===== config.mk =====
export PLATFORM = sky130hd
export DESIGN_NAME = id_ex_stage
export DESIGN_NICKNAME = d
export VERILOG_FILES = /design/src/rtl/id_ex_stage.sv
export SDC_FILE = /design/constraint.sdc
export NUM_CORES = 1
export LEC_CHECK = 0
export CAP_MARGIN = 20
export CORE_AREA = 2 2 141 143
export CTS_CLUSTER_SIZE = 25
export DETAILED_ROUTE_END_ITERATION = 10
export DIE_AREA = 0 0 143 145
export PLACE_DENSITY_LB_ADDON = 0.25
export SLEW_MARGIN = 30
export SYNTH_ARGS = -nofsm -noshare
export SYNTH_HDL_FRONTEND = slang
export SYNTH_SLANG_ARGS = --single-unit

===== constraint.sdc =====
create_clock -name clk -period 5 [get_ports clk]
set_input_delay 0.5 -clock clk [delete_from_list [all_inputs] [get_ports clk]]
set_output_delay 0.5 -clock clk [all_outputs]
set_load 0.1 [all_outputs]

===== src/rtl/id_ex_stage.sv =====
// ID/EX pipeline register: operand capture with x0 forcing and WB bypass,
// load-use bubble insertion, external stall (hold) and flush.
module id_ex_stage #(
    parameter int                 XLEN     = 32,
    parameter int                 CTRL_W   = 16,
    parameter logic [CTRL_W-1:0]  NOP_CTRL = '0
) (
    input  logic              clk,
    input  logic              rst_n,
    input  logic              id_valid,
    input  logic [XLEN-1:0]   id_pc,
    input  logic [4:0]        id_rs1,
    input  logic [4:0]        id_rs2,
    input  logic [4:0]        id_rd,
    input  logic [XLEN-1:0]   id_imm,
    input  logic [CTRL_W-1:0] id_ctrl,
    input  logic              id_reg_write,
    input  logic              id_mem_read,
    input  logic [XLEN-1:0]   rf_rd1,
    input  logic [XLEN-1:0]   rf_rd2,
    input  logic              wb_we,
    input  logic [4:0]        wb_rd,
    input  logic [XLEN-1:0]   wb_wd,
    input  logic              stall_in,
    input  logic              flush_in,
    output logic              id_stall_req,
    output logic              ex_valid,
    output logic [XLEN-1:0]   ex_pc,
    output logic [XLEN-1:0]   ex_imm,
    output logic [XLEN-1:0]   ex_rs1_val,
    output logic [XLEN-1:0]   ex_rs2_val,
    output logic [4:0]        ex_rs1,
    output logic [4:0]        ex_rs2,
    output logic [4:0]        ex_rd,
    output logic [CTRL_W-1:0] ex_ctrl,
    output logic              ex_reg_write,
    output logic              ex_mem_read
);

    logic [XLEN-1:0] op1;
    logic [XLEN-1:0] op2;
    logic            load_use;
    logic            hold_wb1;
    logic            hold_wb2;

    // The register file is written on the same edge it is read, so a
    // same-cycle write-back must be forwarded; x0 is not hardwired there.
    always_comb begin
        op1 = rf_rd1;
        if (id_rs1 == 5'd0)
            op1 = '0;
        else if (wb_we && (wb_rd == id_rs1))
            op1 = wb_wd;
    end

    always_comb begin
        op2 = rf_rd2;
        if (id_rs2 == 5'd0)
            op2 = '0;
        else if (wb_we && (wb_rd == id_rs2))
            op2 = wb_wd;
    end

    assign load_use = ex_valid && ex_mem_read && (ex_rd != 5'd0)
                   && id_valid
                   && ((ex_rd == id_rs1) || (ex_rd == id_rs2));

    assign id_stall_req = !flush_in && (stall_in || load_use);

    // Keep held operands fresh while a write-back retires underneath them.
    assign hold_wb1 = wb_we && (wb_rd != 5'd0) && (wb_rd == ex_rs1);
    assign hold_wb2 = wb_we && (wb_rd != 5'd0) && (wb_rd == ex_rs2);

    always_ff @(posedge clk) begin
        if (!rst_n) begin
            ex_valid     <= 1'b0;
            ex_reg_write <= 1'b0;
            ex_mem_read  <= 1'b0;
            ex_pc        <= '0;
            ex_imm       <= '0;
            ex_rs1_val   <= '0;
            ex_rs2_val   <= '0;
            ex_rs1       <= '0;
            ex_rs2       <= '0;
            ex_rd        <= '0;
            ex_ctrl      <= NOP_CTRL;
        end else if (flush_in) begin
            ex_valid     <= 1'b0;
            ex_reg_write <= 1'b0;
            ex_mem_read  <= 1'b0;
            ex_ctrl      <= NOP_CTRL;
            ex_pc        <= id_pc;
            ex_imm       <= id_imm;
            ex_rs1_val   <= op1;
            ex_rs2_val   <= op2;
            ex_rs1       <= id_rs1;
            ex_rs2       <= id_rs2;
            ex_rd        <= id_rd;
        end else if (stall_in) begin
            if (hold_wb1)
                ex_rs1_val <= wb_wd;
            if (hold_wb2)
                ex_rs2_val <= wb_wd;
        end else if (load_use) begin
            ex_valid     <= 1'b0;
            ex_reg_write <= 1'b0;
            ex_mem_read  <= 1'b0;
            ex_ctrl      <= NOP_CTRL;
        end else begin
            ex_valid     <= id_valid;
            ex_reg_write <= id_reg_write && id_valid;
            ex_mem_read  <= id_mem_read && id_valid;
            ex_ctrl      <= id_ctrl;
            ex_pc        <= id_pc;
            ex_imm       <= id_imm;
            ex_rs1_val   <= op1;
            ex_rs2_val   <= op2;
            ex_rs1       <= id_rs1;
            ex_rs2       <= id_rs2;
            ex_rd        <= id_rd;
        end
    end

endmodule


==> impl_metrics.csv, run 1 <==
group,metric,value,unit
run_status,outcome,"complete, no violations",
global_route,grt_antenna_before_repair,0,
timing,rsz0062_at_grt,"false",
cts,clockRootBuffer,"clkbuf_16",
detailed_routing,post_drt_wl_per_cell,19.1,µm
detailed_routing,wl_met3,2660,µm
floorplanning,initial_core_util,0.460,
synth,syn-cell-area,8840,µm²
power,leakagePower,4.63,nW
detailed_routing,dr.pass1.iters,5,
floorplanning,die-area,20700,µm²
cts,cts_tree,"built",
global_route,grt_max_degree,146,
detailed_routing,ant_nets,0,
synth,postSynth.asyncResetShare,0,
timing,finalSetupViolCount,0,
cts,postCtsHoldBufs,0,
cells_and_area,fin_cells,1629,
critical_path,max_stage_delay,0.52,ns
cells_and_area,final_cell_mix,"clkdlybuf4s50_1 (357), nand2_1 (244), dfxtp_1 (162)",
synth,synth-edff-count,0,
cells_and_area,layout_commonest_cell,"clkdlybuf4s50_1",
cts,clock_latency,0.43,ns
timing,skew,0.0136,ns
cells_and_area,num-nets-final,1556,
critical_path,cp-start-kind,"input port",
timing,holdWs,0.458,ns
synth,synth-seq-area-share,0.367,
detailed_routing,via_count,9392,
detailed_routing,wirelength,31100,µm
cells_and_area,antennaDiodeCount,0,
global_route,grt_pass1_wl,47900,µm
cells_and_area,area_delta_synth_final,48.4,%
cts,cts_buffers,17,
cts,clk_pin_slew,0.07,ns
global_route,grt_pass1_vias,8701,
detailed_routing,wl_met1,12200,µm
synth,yosysWarnings,0,
critical_path,path_delay_family,"buffers and inverters",
floorplanning,io_pins,367,
floorplanning,fp.dieW,143,µm
synth,avgSynthCellArea,8.25,µm²
critical_path,critPathSlowestCell,"clkdlybuf4s50_1",
cells_and_area,drive_gt1_frac,0.0557,
synth,ys.flop_type,"dfxtp_1",
critical_path,required,4.50,ns
cts,cts.sinks,162,
detailed_routing,post-route-drc-count,0,
cts,clock_path_buffers,2,
placement,dp_slack,1.72,ns
critical_path,crit_type,"input port to primary output",
global_route,grt_overflow_total,0,
detailed_routing,met2_length,15200,µm
detailed_routing,via_per_inst,5.77,
cells_and_area,fin_util,0.683,
timing,slew-limit-headroom,0.302,
timing,final_hold_viol_count,0,
global_route,grt.total_usage,0.288,
cells_and_area,n_fill_cell,1569,
cts,htreeDepth,4,
critical_path,crit_path_end_kind,"primary output",
placement,hpwl,21200,µm
critical_path,path_buf_inv,3,
placement,dp.cells,1597,
power,power.density,328,nW/µm²
placement,portBuffers,366,
timing,worst_pin_slew,1.04,ns
critical_path,crit_chain,"clkdlybuf4s50_1 > xor2_1 > nor3_1 > a22oi_2 > buf_4 > o31ai_4 > buf_12",
critical_path,arrival,2.51,ns
synth,synth_nets,1276,
synth,ys_types,43,
hold_path,hp-class,"register to register",
detailed_routing,drt_first_iter_violations,670,
floorplanning,fp.coreArea,19200,µm²
timing,fmax,333,MHz
floorplanning,die-height,145,µm
synth,syn_inst,1072,
synth,ys_ff_latch,162,
critical_path,crit_cells,7,
timing,fin_tns_setup,0,ns
power,ir_drop,0.238,mV
cts,postCtsSetupBuffers,0,
flow_run,max_cap_viol_count,0,
detailed_routing,routed.top_layer,"met4",
timing,finalMaxSlewViolations,0,
timing,fin_crit,3.01,ns
cts,cts_resized,0,
timing,period_share,0.601,
placement,gp_congestion,0.895,
floorplanning,rows,51,
critical_path,cp_max_fo,22,
hold_path,hold_path_depth,2,
critical_path,reg2reg_depth,7,
timing,worst_slack,1.99,ns
-- registers in the layout, summed over array words and instances, names as in the netlist, 5 cells and up --
signal / flops
ex_rs1: 5
ex_rs1_val: 32
ex_rd: 5
ex_imm: 32
ex_rs2_val: 32
ex_pc: 32
ex_rs2: 5
ex_ctrl: 16
-- worst register-to-register path: stages (launching register included) --
cell and delay, ns:
dfxtp_1 0.53, xor2_1 0.13, nor3_1 0.30, a22oi_2 0.12, buf_4 0.25, o31ai_4 0.41
buf_4 0.63, mux2i_1 0.30
-- cell families (layout without fill, tap and decap cells) --
| family | Yosys count | count (layout) | synth area share |
|---|---|---|---|
| simple gates | 362 | 362 | 0.187 |
| flops | 162 | 162 | 0.367 |
| mux | 111 | 111 | 0.126 |
| xor+xnor | 30 | 30 | 0.0297 |
| compound gates | 276 | 276 | 0.226 |
| buf+inv | 131 | 423 | 0.0640 |
-- through the flow --
stage	power (W)	cell area, µm²
finish	0.00431	13100
global route	0.00444	13100
CTS	0.00432	13100
detailed placement	0.00291	12500
global placement	0.00290	12500
floorplan	0.00246	8840
-- where the power goes --
part / switching (W) / leakage [nW] / total, W / internal [W]
logic: 0.00101 / 2.98 / 0.00145 / 0.000444
registers: 0.0000599 / 1.34 / 0.00144 / 0.00138
clock network: 0.000610 / 0.309 / 0.00142 / 0.000807
total: 0.00167 / 4.63 / 0.00431 / 0.00263
-- layer usage --
metal / vias to the layer above / GRT usage
met3: 61 / 0.0795
met4: 0 / 0.120
met5: - / 0
met1: 4452 / 0.353
met2: 439 / 0.473
li1: 4440 / -
-- synth_stat cells (2+ instances only) --
| cell | count | share of area |
|---|---|---|
| o2111a_1 | 32 | 0.041 |
| clkbuf_1 | 97 | 0.041 |
| nand2_1 | 244 | 0.10 |
| nor4_1 | 2 | 0.0014 |
| buf_2 | 25 | 0.014 |
| nand4b_1 | 32 | 0.032 |
| nand3_1 | 36 | 0.020 |
| o21ai_0 | 63 | 0.036 |
| xor2_1 | 12 | 0.012 |
| mux2i_1 | 111 | 0.13 |
| nor3_1 | 34 | 0.019 |
| a22o_1 | 33 | 0.033 |
| o2111ai_1 | 32 | 0.032 |
| nor2_1 | 3 | 0.0013 |
| o31ai_1 | 2 | 0.0017 |
| o21ai_1 | 3 | 0.0017 |
| and4_1 | 2 | 0.0020 |
| a21oi_1 | 53 | 0.030 |
| o211ai_1 | 50 | 0.042 |
| xnor2_1 | 18 | 0.018 |
| nor2b_1 | 2 | 0.0014 |
| dfxtp_1 | 162 | 0.37 |
| buf_8 | 3 | 0.0051 |
| inv_1 | 2 | 0.00085 |
-- final timing paths --
| kind | start | to | slack (ns) |
|---|---|---|---|
| worst min register to register | ex_pc[1]$_SDFFE_PN0P_ | ex_pc[1]$_SDFFE_PN0P_ | 0.46 |
| worst max-delay path | id_rs2[1] | id_stall_req | 1.99 |
| worst max register to register | ex_rd[4]$_SDFFE_PN0P_ | ex_imm[16]$_SDFFE_PN0P_ | 2.25 |
| worst min-delay path | ex_pc[1]$_SDFFE_PN0P_ | ex_pc[1]$_SDFFE_PN0P_ | 0.46 |
-- final cells by class --
cell class / count / area, µm² / area share
inverters: 4 / 16.3 / 0.00124
well taps: 265 / 332 / 0.0253
repair buffers: 388 / 3820 / 0.292
clock buffers: 17 / 425 / 0.0324
clock inverters: 14 / 196 / 0.0150
flip-flops and latches: 162 / 3240 / 0.247
multi-input cells: 779 / 5080 / 0.387
No activity file was read; power rests on OpenSTA's default activity.
==> inputs of run 2 (changes only) <==
Settings changed: CORE_AREA 2 2 141 143 to unset, CORE_UTILIZATION set to 44, DIE_AREA 0 0 143 145 to unset.
Clock period 5 ns to 2.78 ns, I/O delays scaled along.
==> run 2 against run 1 <==
- non-clock buffer count increased by 17
- clock skew is 0.0021 ns higher
- critical endpoint unchanged
- wire length increased by 0.22%
- design area down 1.7%
- flip-flop and latch count is the same
- clock power up 67%
- power rose by 75%
- largest power group is now sequential cells
- global-route usage is 0.25 points higher
- count of clock-buffer cells in the layout is 1 higher
- final cell count is 1.1% higher
- register-to-register slack worse by 1.7 ns
- highest routed layer unchanged
- via count grew 0.89%
==> impl_metrics.csv, run 2 (synthesis results as in run 1) <==
group,metric,value,unit
timing,fmax,397,MHz
detailed_routing,ant_nets,0,
critical_path,required,2.50,ns
global_route,grt_antenna_before_repair,1,
floorplanning,io_pins,367,
detailed_routing,post-route-drc-count,0,
cts,clockRootBuffer,"clkbuf_16",
hold_path,hp-class,"input port to register",
global_route,grt_max_degree,94,
cells_and_area,num-nets-final,1573,
cells_and_area,drive_gt1_frac,0.185,
timing,rsz0062_at_grt,"false",
floorplanning,initial_core_util,0.451,
detailed_routing,via_count,9476,
timing,holdWs,0.261,ns
timing,skew,0.0157,ns
critical_path,cp-start-kind,"input port",
global_route,grt_pass1_vias,8687,
cells_and_area,register_area,3250,µm²
detailed_routing,post_drt_wl_per_cell,18.9,µm
floorplanning,die-height,144,µm
timing,finalSetupViolCount,0,
power,leakagePower,4.97,nW
cts,postCtsSetupBuffers,0,
cts,htreeDepth,4,
floorplanning,rows,51,
timing,fin_crit,2.52,ns
timing,final_hold_viol_count,0,
floorplanning,die-area,20700,µm²
global_route,grt.total_usage,0.291,
cells_and_area,layout_commonest_cell,"nand2_1",
detailed_routing,via_per_inst,5.75,
power,ir_drop,0.431,mV
cells_and_area,n_fill_cell,1679,
placement,gp_congestion,0.883,
timing,fin_tns_setup,0,ns
placement,portBuffers,366,
cts,clk_pin_slew,0.08,ns
critical_path,crit_type,"input port to primary output",
timing,finalMaxSlewViolations,0,
cts,cts_buffers,17,
cts,clock_path_buffers,2,
cts,cts_tree,"built",
timing,worst_pin_slew,0.679,ns
cts,postCtsHoldBufs,0,
critical_path,crit_path_end_kind,"primary output",
cts,cts_resized,0,
cells_and_area,final_cell_mix,"nand2_1 (244), clkdlybuf4s50_1 (200), buf_4 (194)",
cells_and_area,multi_input_area,5070,µm²
run_status,outcome,"complete, no violations",
detailed_routing,wirelength,31100,µm
critical_path,arrival,2.24,ns
global_route,grt_overflow_total,0,
critical_path,cp_max_fo,12,
cts,cts.sinks,162,
detailed_routing,drt_first_iter_violations,670,
cells_and_area,antennaDiodeCount,0,
floorplanning,fp.dieW,144,µm
power,power.density,585,nW/µm²
timing,slew-limit-headroom,0.547,
flow_run,max_cap_viol_count,0,
global_route,grt_pass1_wl,46800,µm
cells_and_area,area_delta_synth_final,45.9,%
detailed_routing,dr.pass1.iters,5,
placement,hpwl,21400,µm
timing,period_share,0.906,
cts,clock_latency,0.44,ns
floorplanning,fp.coreArea,19600,µm²
## run 2: where the power goes
part	switching [W]	total, W	internal (W)
registers	0.000110	0.00260	0.00249
clock network	0.00114	0.00237	0.00123
logic	0.00181	0.00258	0.000769
total	0.00306	0.00755	0.00448
## run 2: worst paths after layout
check / start / end / slack (ns) / cells past startpoint
worst max-delay path: id_rs1[4] / id_stall_req / 0.26 / 7
worst min-delay path: rst_n / ex_imm[31]$_SDFFE_PN0P_ / 0.26 / 3
worst max register to register: ex_rd[4]$_SDFFE_PN0P_ / ex_imm[24]$_SDFFE_PN0P_ / 0.60 / 7
worst min register to register: ex_imm[11]$_SDFFE_PN0P_ / ex_imm[11]$_SDFFE_PN0P_ / 0.46 / 2
## run 2: layout make-up
cell class | instances | share of cell area
Multi-Input combinational cell | 779 | 0.393
Timing Repair Buffer | 405 | 0.282
Sequential cell | 162 | 0.252
Clock buffer | 18 | 0.0341
Tap cell | 265 | 0.0257
Clock inverter | 14 | 0.0119
Inverter | 4 | 0.00126
## run 2: worst max-delay path, cell delays in order
cell and delay (ns):
clkdlybuf4s50_1 0.52, xor2_1 0.19, nor3_1 0.36, a22oi_2 0.22, o31ai_4 0.29, buf_12 0.20
buf_12 0.18
## run 2: routing by layer
metal  vias up  track usage  share of wire
li1       4490            -              -
met1      4481        0.354           0.40
met2       438        0.480           0.48
met3        67       0.0693          0.083
met4         0        0.141          0.037
met5         -            0              0
## run 2: stage by stage
stage	power, W	instance area, µm²	worst slack (ns)	utilization	cells
floorplan	0.00443	8840	0.0158	-	1072
global placement	0.00520	12300	0.161	0.628	1615
detailed placement	0.00522	12300	0.160	0.628	1615
CTS	0.00758	12900	0.235	0.658	1647
global route	0.00779	12900	0.166	0.658	1647
finish	0.00755	12900	0.261	0.658	1647
==> inputs of run 3 (changes only) <==
Settings changed: PLACE_DENSITY set to 0.82, PLACE_DENSITY_LB_ADDON 0.25 to unset.
==> run 3 against run 2 <==
- flip-flop and latch count is the same
- clock power shrank 8.4%
- worst setup slack lost 0.078 ns
- largest power group unchanged
==> impl_metrics.csv, run 3 (synthesis results as in run 1) <==
group,metric,value,unit
placement,dp_slack,0.150,ns
timing,worst_pin_slew,0.684,ns
cells_and_area,area_delta_synth_final,45.4,%
cts,clock_latency,0.42,ns
power,p_comb_frac,0.352,
power,p_sw_frac,0.399,
cells_and_area,fin_util,0.656,
critical_path,path_delay_family,"buffers and inverters",
cts,postCtsHoldBufs,0,
cells_and_area,final_cell_mix,"nand2_1 (244), clkdlybuf4s50_1 (200), buf_4 (195)",
floorplanning,die-area,20700,µm²
global_route,grt_overflow_total,0,
critical_path,cp_max_fo,27,
power,power.density,573,nW/µm²
global_route,grt_pass1_vias,8616,
flow_run,max_cap_viol_count,0,
cts,clk_pin_slew,0.06,ns
critical_path,crit_type,"input port to primary output",
detailed_routing,post_drt_wl_per_cell,19.3,µm
timing,fin_crit,2.60,ns
timing,finalMaxSlewViolations,0,
global_route,grt.total_usage,0.297,
global_route,grt_max_degree,105,
timing,final_hold_viol_count,0,
run_status,outcome,"complete, no violations",
placement,gp_congestion,0.837,
cts,clockRootBuffer,"clkbuf_16",
cells_and_area,layout_commonest_cell,"nand2_1",
power,seqPwrFrac,0.353,
hold_path,hp-class,"input port to register",
cts,clock_path_buffers,2,
power,intPower,0.00442,W
detailed_routing,wirelength,31700,µm
detailed_routing,dr.pass1.iters,5,
critical_path,cp-start-kind,"input port",
timing,slew-limit-headroom,0.544,
critical_path,required,2.50,ns
power,switchingPower,0.00294,W
cells_and_area,n_fill_cell,1637,
detailed_routing,via_count,9391,
floorplanning,initial_core_util,0.451,
power,leakagePower,4.94,nW
timing,fmax,385,MHz
critical_path,crit_chain,"clkdlybuf4s50_1 > xor2_1 > nor3_1 > a22oi_2 > o31ai_4 > buf_12 > buf_12",
timing,period_share,0.934,
detailed_routing,via_per_inst,5.71,
power,ir_drop,0.408,mV
timing,worst_slack,0.183,ns
cells_and_area,num-nets-final,1575,
cts,cts_tree,"built",
critical_path,path_buf_inv,3,
cts,cts_buffers,17,
floorplanning,io_pins,367,
cells_and_area,antennaDiodeCount,0,
global_route,grt_pass1_wl,47600,µm
floorplanning,rows,51,
cts,htreeDepth,4,
floorplanning,fp.dieW,144,µm
global_route,grt_antenna_before_repair,1,
critical_path,max_stage_delay,0.53,ns
timing,fin_tns_setup,0,ns
detailed_routing,ant_nets,0,
cts,cts.sinks,162,
critical_path,cpMostUsedCell,"buf_12",
cts,postCtsSetupBuffers,0,
critical_path,arrival,2.32,ns
timing,rsz0062_at_grt,"false",
floorplanning,die-height,144,µm
critical_path,critPathSlowestCell,"clkdlybuf4s50_1",
critical_path,crit_path_end_kind,"primary output",
cells_and_area,drive_gt1_frac,0.183,
cts,cts_resized,0,
timing,finalSetupViolCount,0,
detailed_routing,post-route-drc-count,0,
floorplanning,fp.coreArea,19600,µm²
detailed_routing,drt_first_iter_violations,801,
timing,skew,0.00892,ns
power,power_frac_clock,0.295,
placement,hpwl,22300,µm
placement,portBuffers,366,
[run 3: final timing paths]
check,start,end,slack [ns],cells past startpoint
worst max-delay path,id_rs2[0],id_stall_req,0.18,7
worst min-delay path,rst_n,ex_rs2_val[29]$_SDFFE_PN0P_,0.28,3
worst max register to register,ex_rd[1]$_SDFFE_PN0P_,ex_imm[13]$_SDFFE_PN0P_,0.61,7
worst min register to register,ex_pc[6]$_SDFFE_PN0P_,ex_pc[6]$_SDFFE_PN0P_,0.46,2
[run 3: metal layers]
layer,vias up,GRT usage,part of all wire
met4,2,0.125,0.034
met3,62,0.0746,0.081
li1,4483,-,-
met1,4403,0.370,0.40
met5,-,0,0.00041
met2,441,0.487,0.48
[run 3: area by class of cell]
| class | instances | area (µm²) | area share |
|---|---|---|---|
| repair buffers | 407 | 3670 | 0.285 |
| flip-flops and latches | 162 | 3250 | 0.253 |
| well taps | 265 | 332 | 0.0258 |
| multi-input cells | 779 | 5070 | 0.394 |
| inverters | 4 | 16.3 | 0.00127 |
| clock buffers | 19 | 443 | 0.0345 |
| clock inverters | 9 | 76.3 | 0.00594 |
[run 3: power groups by stage]
| stage | sequential (W) | combinational [W] | clock (W) |
|---|---|---|---|
| after floorplan | 0.00381 | 0.000624 | 0 |
| after global placement | 0.00264 | 0.00256 | 0 |
| after detailed placement | 0.00265 | 0.00259 | 0 |
| after CTS | 0.00260 | 0.00259 | 0.00220 |
| after global routing | 0.00262 | 0.00270 | 0.00229 |
| final | 0.00260 | 0.00259 | 0.00217 |
[run 3: through the flow]
stage | cells | hold slack, ns | instance area [µm²] | power [W]
after floorplan | 1072 | 0.409 | 8840 | 0.00443
after global placement | 1617 | 0.445 | 12300 | 0.00521
after detailed placement | 1617 | 0.452 | 12300 | 0.00524
after CTS | 1645 | 0.257 | 12800 | 0.00739
after global routing | 1645 | 0.264 | 12800 | 0.00761
final | 1645 | 0.280 | 12800 | 0.00737
[run 3: tightest hold or removal path: stages]
cell and delay, ns:
buf_6 0.19, nand2_1 0.11, mux2i_1 0.06
